`src/rtl/match_pkg.sv`:
```
// Shared types and helpers for the multi-round match controller.
package match_pkg;

  typedef enum logic [2:0] {
    ST_START,
    ST_INTRO,
    ST_BATTLE,
    ST_PAUSED,
    ST_ROUND_END,
    ST_MATCH_WIN,
    ST_MATCH_LOSE
  } stage_t;

  localparam logic [1:0] RES_NONE   = 2'd0;
  localparam logic [1:0] RES_PLAYER = 2'd1;
  localparam logic [1:0] RES_NPC    = 2'd2;
  localparam logic [1:0] RES_DRAW   = 2'd3;

  function automatic int max3(input int a, input int b, input int c);
    int m;
    m = a;
    if (b > m) m = b;
    if (c > m) m = c;
    return m;
  endfunction

endpackage

```
`src/rtl/frame_timer.sv`:
```
// Loadable frame down-counter; stops at zero and reports it.
module frame_timer #(
  parameter int W = 8
) (
  input  logic         clk,
  input  logic         rst_n,
  input  logic         clr,
  input  logic         load,
  input  logic         en,
  input  logic [W-1:0] load_value,
  output logic [W-1:0] count,
  output logic         zero
);

  always_ff @(posedge clk or negedge rst_n) begin
    if (!rst_n) begin
      count <= '0;
    end else if (clr) begin
      count <= '0;
    end else if (load) begin
      count <= load_value;
    end else if (en && (count != '0)) begin
      count <= count - 1'b1;
    end
  end

  assign zero = (count == '0);

endmodule

```
`src/rtl/match_control.sv`:
```
// Best-of-N match sequencer: countdown, timed rounds, pause, inter-round hold and scoring.
module match_control
  import match_pkg::*;
#(
  parameter int  ROUNDS_TO_WIN = 2,
  parameter int  INTRO_FRAMES  = 120,
  parameter int  ROUND_FRAMES  = 5400,
  parameter int  END_FRAMES    = 90,
  parameter int  HP_W          = 8,
  localparam int FW            = $clog2(max3(INTRO_FRAMES, ROUND_FRAMES, END_FRAMES) + 1)
) (
  input  logic            Clk,
  input  logic            Reset,
  input  logic            Restart,
  input  logic            Fight,
  input  logic            Pause,
  input  logic            Player_Dead,
  input  logic            NPC_Dead,
  input  logic [HP_W-1:0] Player_HP,
  input  logic [HP_W-1:0] NPC_HP,
  output logic            start_l,
  output logic            intro_l,
  output logic            game_l,
  output logic            pause_l,
  output logic            round_end_l,
  output logic            win_l,
  output logic            lose_l,
  output logic            round_reset,
  output logic [7:0]      round_num,
  output logic [3:0]      player_wins,
  output logic [3:0]      npc_wins,
  output logic [1:0]      round_result,
  output logic [FW-1:0]   frames_left
);

  logic [1:0]    rst_sync;
  logic          core_rst_n;
  logic          fight_q, pause_q, fight_edge, pause_edge;
  stage_t        state;
  logic          timer_zero, timer_load, timer_en;
  logic [FW-1:0] timer_value;
  logic          intro_done, end_done, battle_decided, go_intro;
  logic          player_takes, npc_takes;
  logic [1:0]    battle_result;

  // Core logic leaves reset two clocks after release; the button flops run meanwhile,
  // so a button already held at release is seen as a level, not an edge.
  always_ff @(posedge Clk or negedge Reset) begin
    if (!Reset) begin
      rst_sync <= 2'b00;
      fight_q  <= 1'b0;
      pause_q  <= 1'b0;
    end else begin
      rst_sync <= {rst_sync[0], 1'b1};
      fight_q  <= Fight;
      pause_q  <= Pause;
    end
  end

  assign core_rst_n = rst_sync[1];
  assign fight_edge = Fight & ~fight_q;
  assign pause_edge = Pause & ~pause_q;

  always_comb begin
    intro_done     = (state == ST_INTRO) && timer_zero;
    end_done       = (state == ST_ROUND_END) && timer_zero;
    battle_decided = (state == ST_BATTLE) && (Player_Dead || NPC_Dead || timer_zero);
    player_takes   = (player_wins == 4'(ROUNDS_TO_WIN));
    npc_takes      = (npc_wins == 4'(ROUNDS_TO_WIN));

    if (Player_Dead && NPC_Dead)  battle_result = RES_DRAW;
    else if (NPC_Dead)            battle_result = RES_PLAYER;
    else if (Player_Dead)         battle_result = RES_NPC;
    else if (Player_HP > NPC_HP)  battle_result = RES_PLAYER;
    else if (Player_HP < NPC_HP)  battle_result = RES_NPC;
    else                          battle_result = RES_DRAW;

    go_intro   = ((state == ST_START) && fight_edge) || (end_done && !player_takes && !npc_takes);
    timer_load = go_intro || intro_done || battle_decided;
    timer_value = '0;
    if (go_intro)            timer_value = FW'(INTRO_FRAMES);
    else if (intro_done)     timer_value = FW'(ROUND_FRAMES);
    else if (battle_decided) timer_value = FW'(END_FRAMES);
    // Leaving BATTLE for PAUSED must not consume a frame of the round.
    timer_en = (state == ST_INTRO) || (state == ST_ROUND_END) ||
               ((state == ST_BATTLE) && !pause_edge);
  end

  frame_timer #(.W(FW)) u_timer (
    .clk        (Clk),
    .rst_n      (core_rst_n),
    .clr        (Restart),
    .load       (timer_load),
    .en         (timer_en),
    .load_value (timer_value),
    .count      (frames_left),
    .zero       (timer_zero)
  );

  always_ff @(posedge Clk or negedge core_rst_n) begin
    if (!core_rst_n) begin
      state        <= ST_START;
      round_num    <= 8'd0;
      player_wins  <= 4'd0;
      npc_wins     <= 4'd0;
      round_result <= RES_NONE;
      round_reset  <= 1'b0;
    end else if (Restart) begin
      state        <= ST_START;
      round_num    <= 8'd0;
      player_wins  <= 4'd0;
      npc_wins     <= 4'd0;
      round_result <= RES_NONE;
      round_reset  <= 1'b0;
    end else begin
      round_reset <= go_intro;
      case (state)
        ST_START: begin
          if (fight_edge) begin
            state        <= ST_INTRO;
            round_num    <= 8'd1;
            player_wins  <= 4'd0;
            npc_wins     <= 4'd0;
            round_result <= RES_NONE;
          end
        end
        ST_INTRO: begin
          if (timer_zero) state <= ST_BATTLE;
        end
        ST_BATTLE: begin
          if (battle_decided) begin
            state        <= ST_ROUND_END;
            round_result <= battle_result;
            if (battle_result == RES_PLAYER) player_wins <= player_wins + 4'd1;
            else if (battle_result == RES_NPC) npc_wins <= npc_wins + 4'd1;
          end else if (pause_edge) begin
            state <= ST_PAUSED;
          end
        end
        ST_PAUSED: begin
          if (pause_edge) state <= ST_BATTLE;
        end
        ST_ROUND_END: begin
          if (timer_zero) begin
            if (player_takes) begin
              state <= ST_MATCH_WIN;
            end else if (npc_takes) begin
              state <= ST_MATCH_LOSE;
            end else begin
              state <= ST_INTRO;
              if (round_num != 8'hFF) round_num <= round_num + 8'd1;
            end
          end
        end
        ST_MATCH_WIN, ST_MATCH_LOSE: begin
          if (fight_edge) begin
            state        <= ST_START;
            round_num    <= 8'd0;
            player_wins  <= 4'd0;
            npc_wins     <= 4'd0;
            round_result <= RES_NONE;
          end
        end
        default: state <= ST_START;
      endcase
    end
  end

  assign start_l     = (state == ST_START);
  assign intro_l     = (state == ST_INTRO);
  assign game_l      = (state == ST_BATTLE);
  assign pause_l     = (state == ST_PAUSED);
  assign round_end_l = (state == ST_ROUND_END);
  assign win_l       = (state == ST_MATCH_WIN);
  assign lose_l      = (state == ST_MATCH_LOSE);

endmodule

```
`config.mk`:
```
export PLATFORM = sky130hd
export DESIGN_NAME = match_control
export DESIGN_NICKNAME = d
export VERILOG_FILES = /design/src/rtl/match_pkg.sv /design/src/rtl/frame_timer.sv /design/src/rtl/match_control.sv
export SDC_FILE = /design/constraint.sdc
export NUM_CORES = 1
export LEC_CHECK = 0
export ABC_AREA = 1
export BUFFER_PORTS_ARGS = -buffer_cell sky130_fd_sc_hd__buf_2
export CORE_ASPECT_RATIO = 0.8
export CORE_MARGIN = 2
export CORE_UTILIZATION = 35
export DETAILED_ROUTE_END_ITERATION = 6
export PLACE_DENSITY = 0.53
export SLEW_MARGIN = 5
export SYNTH_ARGS = -nofsm -noshare
export SYNTH_HDL_FRONTEND = slang
export SYNTH_SLANG_ARGS = --single-unit
```
`constraint.sdc`:
```
create_clock -name Clk -period 2.6 [get_ports Clk]
set_clock_uncertainty 0.2 [all_clocks]
set_input_delay 0.26 -clock Clk [delete_from_list [all_inputs] [get_ports Clk]]
set_output_delay 0.26 -clock Clk [all_outputs]
set_load 0.02 [all_outputs]
```
==> impl_results.md <==
* Via density per instance at 4.65
* Mean cell area of the mapped netlist at 7.37 sq um
* HPWL after detailed placement at 5620 um
* Horizontal die dimension at 107 um
* Number of global-route vias before repair at 2466
* Chip Height at 86.4 um
* Final min period at 2130 ps
* Wire length of the first global-routing pass at 12100 um
* Worst skew pair latency at 300 ps
* Sum of routed wire length over all layers at 7150 um
* Mapped cell area at 2970 sq um
* WP data required at 2600 ps
* Global Route Usage Sum at 16.4%
* Fin util at 42.6%
* Number of gates given a new drive strength after cts at 0
* Total negative setup slack at 0 ps
* Buffers on Ports at 61
* Series of cell instances along the critical path: inv_1 > ha_1 > nand2_1 > nor2_1 > nand2_2 > nand2_2 > nand2_2 > inv_2 > nor2_8 > nand2_4 > nand2_1 > nand2_1
* Synth-to-Final Area Change at 20.0%
* Worst reg2reg endpoint: u_timer.count[10]$_DFFE_PN0P_
* Via count of the routed design at 2723
* Post-synthesis cell type count at 39
* Placed Instance Area at 3420 sq um
* Die Outline Area at 9250 sq um
* Total clock buffers created by CTS at 5
* Data arrival at the endpoint of the critical path at 2130 ps
* Cell area after layout at 3560 sq um
* CP startpoint kind: flop
* Number of antenna violations at the first check in global routing at 0
* Most common cell after layout, fill and taps aside: sky130_fd_sc_hd__nand2_1
* Yosys top cell by area: sky130_fd_sc_hd__dfrtp_1
* Max-cap check violation count at 0
* Cells after synthesis at 403
* Warning count from the yosys run at 0
* Number of diodes added for antenna fixing at 0
* Routed wirelength normalized by instance count at 12.2 um
* Power consumption at 3.56 mW
* Number of nets with antenna violations after detailed routing at 0
* Maximum net fanout on the critical path at 10
* Violation count after the first detailed-route iteration at 138
* CTS tree: built
* Mapped Nets at 441
* Share of Yosys cell area claimed by the top area cell type at 32.8%
* Run status: finished clean
* Post-synthesis sequential area ratio at 32.8%
* Final hold slack at 86.9 ps
* DRT Pass-1 Iters at 4
* Share of cells above drive strength 1 at 25.5%
* Hold buffer count at cts at 3
* TritonCTS sink count at 39
* Type of the worst min-delay path: in -> async
* Clock transition at the register clock pins on the worst setup and hold paths after CTS at 90 ps
* Initial Util at 35.5%
* Crit end category: flop
* Reg-to-reg critical path startpoint: u_timer.count[0]$_DFFE_PN0P_
* Buffer levels on the longest clock path at 2
* Maximum frequency from static timing analysis at 0.469 GHz
* RSZ-0062 raised after global routing: false
* Io pins at 62
* Leading post-synthesis cells by cell area: sky130_fd_sc_hd__dfrtp_1 33%, sky130_fd_sc_hd__nand2_1 13%, sky130_fd_sc_hd__inv_1 6.6%, sky130_fd_sc_hd__ha_1 6.3%, sky130_fd_sc_hd__nand3_1 5.6%
* # rows at 30
* Ratio of final minimum period to clock period at 82.0%
* R2r worst-path depth at 12
* Count of buffers added by post-CTS timing repair for setup at 0
* Leak Pwr at 1.99 nW
* Maximum number of pins on one net before global-route repair at 36
* CTS H-tree depth at 2
* Seq cells post-synth at 39
* Count of endpoints failing setup in the final report at 0
* Top library cells by usage in the layout, fill and taps aside: 105 x sky130_fd_sc_hd__nand2_1, 61 x sky130_fd_sc_hd__buf_2, 52 x sky130_fd_sc_hd__inv_1, 41 x sky130_fd_sc_hd__nor2_1, 39 x sky130_fd_sc_hd__dfrtp_1
* Count of final max-slew check failures at 0
* Number of hold-slack violations in the final timing report at 0
* Power density normalized to cell area at 998 nW/um^2
* Critical path's slowest cell: sky130_fd_sc_hd__dfrtp_1
* Crit path kind: reg -> reg
* Worst vdd rail ir drop at 0.000366 V
* Core footprint at 8370 sq um
* Slowest stage delay, CP at 400 ps
* Routability Congestion at 0.849
* DRC violations left at 0
* Grt ovf at 0
* Reg2Reg Setup Slack at 470 ps
* Count of nets after finishing at 511
* Root buffer cell: sky130_fd_sc_hd__clkbuf_8
==> per-stage QoR <==
stage	worst slack, ps	instances
2_1_floorplan	613	403
3_3_place_gp	491	575
3_5_place_dp	467	575
4_1_cts	459	586
5_1_grt	283	586
6_report	468	586
==> cell type report <==
type,instances,area [sq um]
fill,889,4810
multi-input combinational,300,1750
sequential,39,976
timing repair buffer,68,365
inverter,59,221
tap,112,140
clock buffer,5,68.8
clock inverter,3,43.8
==> metal layers <==
metal	up-vias	routed length, um	GRT usage [%]	part of all wire [%]
li1	1428	-	-	-
met1	1228	3850	25.4	54
met2	59	2900	23.2	41
met3	8	319	3.08	4.5
met4	0	81	4.37	1.1
met5	-	0	0	0
==> worst max-delay path, delay by kind of cell (launching register included) <==
kind          cells  cell delay, ps
fa+ha+maj         1             230
flops             1             400
simple gates      9             980
buf+inv           2             220
==> state kept, by name, indices dropped and copies added, names as in the netlist <==
signal	count
player_wins	4
npc_wins	4
u_timer.count	13
rst_sync	2
fight_q	1
round_result	2
pause_q	1
round_num	8
state	3
round_reset	1
==> where the power goes <==
group	internal, mW	switching (mW)	total, mW
Combinational	0.696	1.43	2.13
Sequential	0.725	0.182	0.907
Clock	0.286	0.234	0.520
Total	1.71	1.85	3.56
==> synth_stat cells, drive strengths merged <==
library cell,n
xnor2,5
o21bai,1
a22oi,2
o211ai,1
a21boi,1
a31oi,2
conb,1
nand3,36
or2,1
nand3b,2
clkbuf,2
nor4,6
xor2,7
nand2,121
a21o,1
a21oi,7
nor3,8
inv,59
dfrtp,39
o21ai,19
ha,15
nand4,9
nor2,55
buf,3
==> logic make-up after synthesis <==
kind of cell             synth area share, %
AO/OA/AOI/OAI                           7.41
XOR/XNOR                                3.54
adder cells (fa/ha/maj)                 6.32
buffers and inverters                   8.30
flip-flops                              32.8
other                                  0.126
AND/OR/NAND/NOR                         41.5
==> worst max path at each step <==
stage	start	end	slack, ps	cells past startpoint
6_report	u_timer.count[0]$_DFFE_PN0P_	u_timer.count[10]$_DFFE_PN0P_	470	12
5_1_grt	u_timer.count[0]$_DFFE_PN0P_	u_timer.count[5]$_DFFE_PN0P_	280	12
3_3_place_gp	u_timer.count[0]$_DFFE_PN0P_	u_timer.count[5]$_DFFE_PN0P_	490	12
4_1_cts	u_timer.count[0]$_DFFE_PN0P_	u_timer.count[12]$_DFFE_PN0P_	460	12
3_5_place_dp	u_timer.count[0]$_DFFE_PN0P_	u_timer.count[12]$_DFFE_PN0P_	470	12
2_1_floorplan	u_timer.count[0]$_DFFE_PN0P_	u_timer.count[8]$_DFFE_PN0P_	610	12
(Power assumes the default switching activity.)
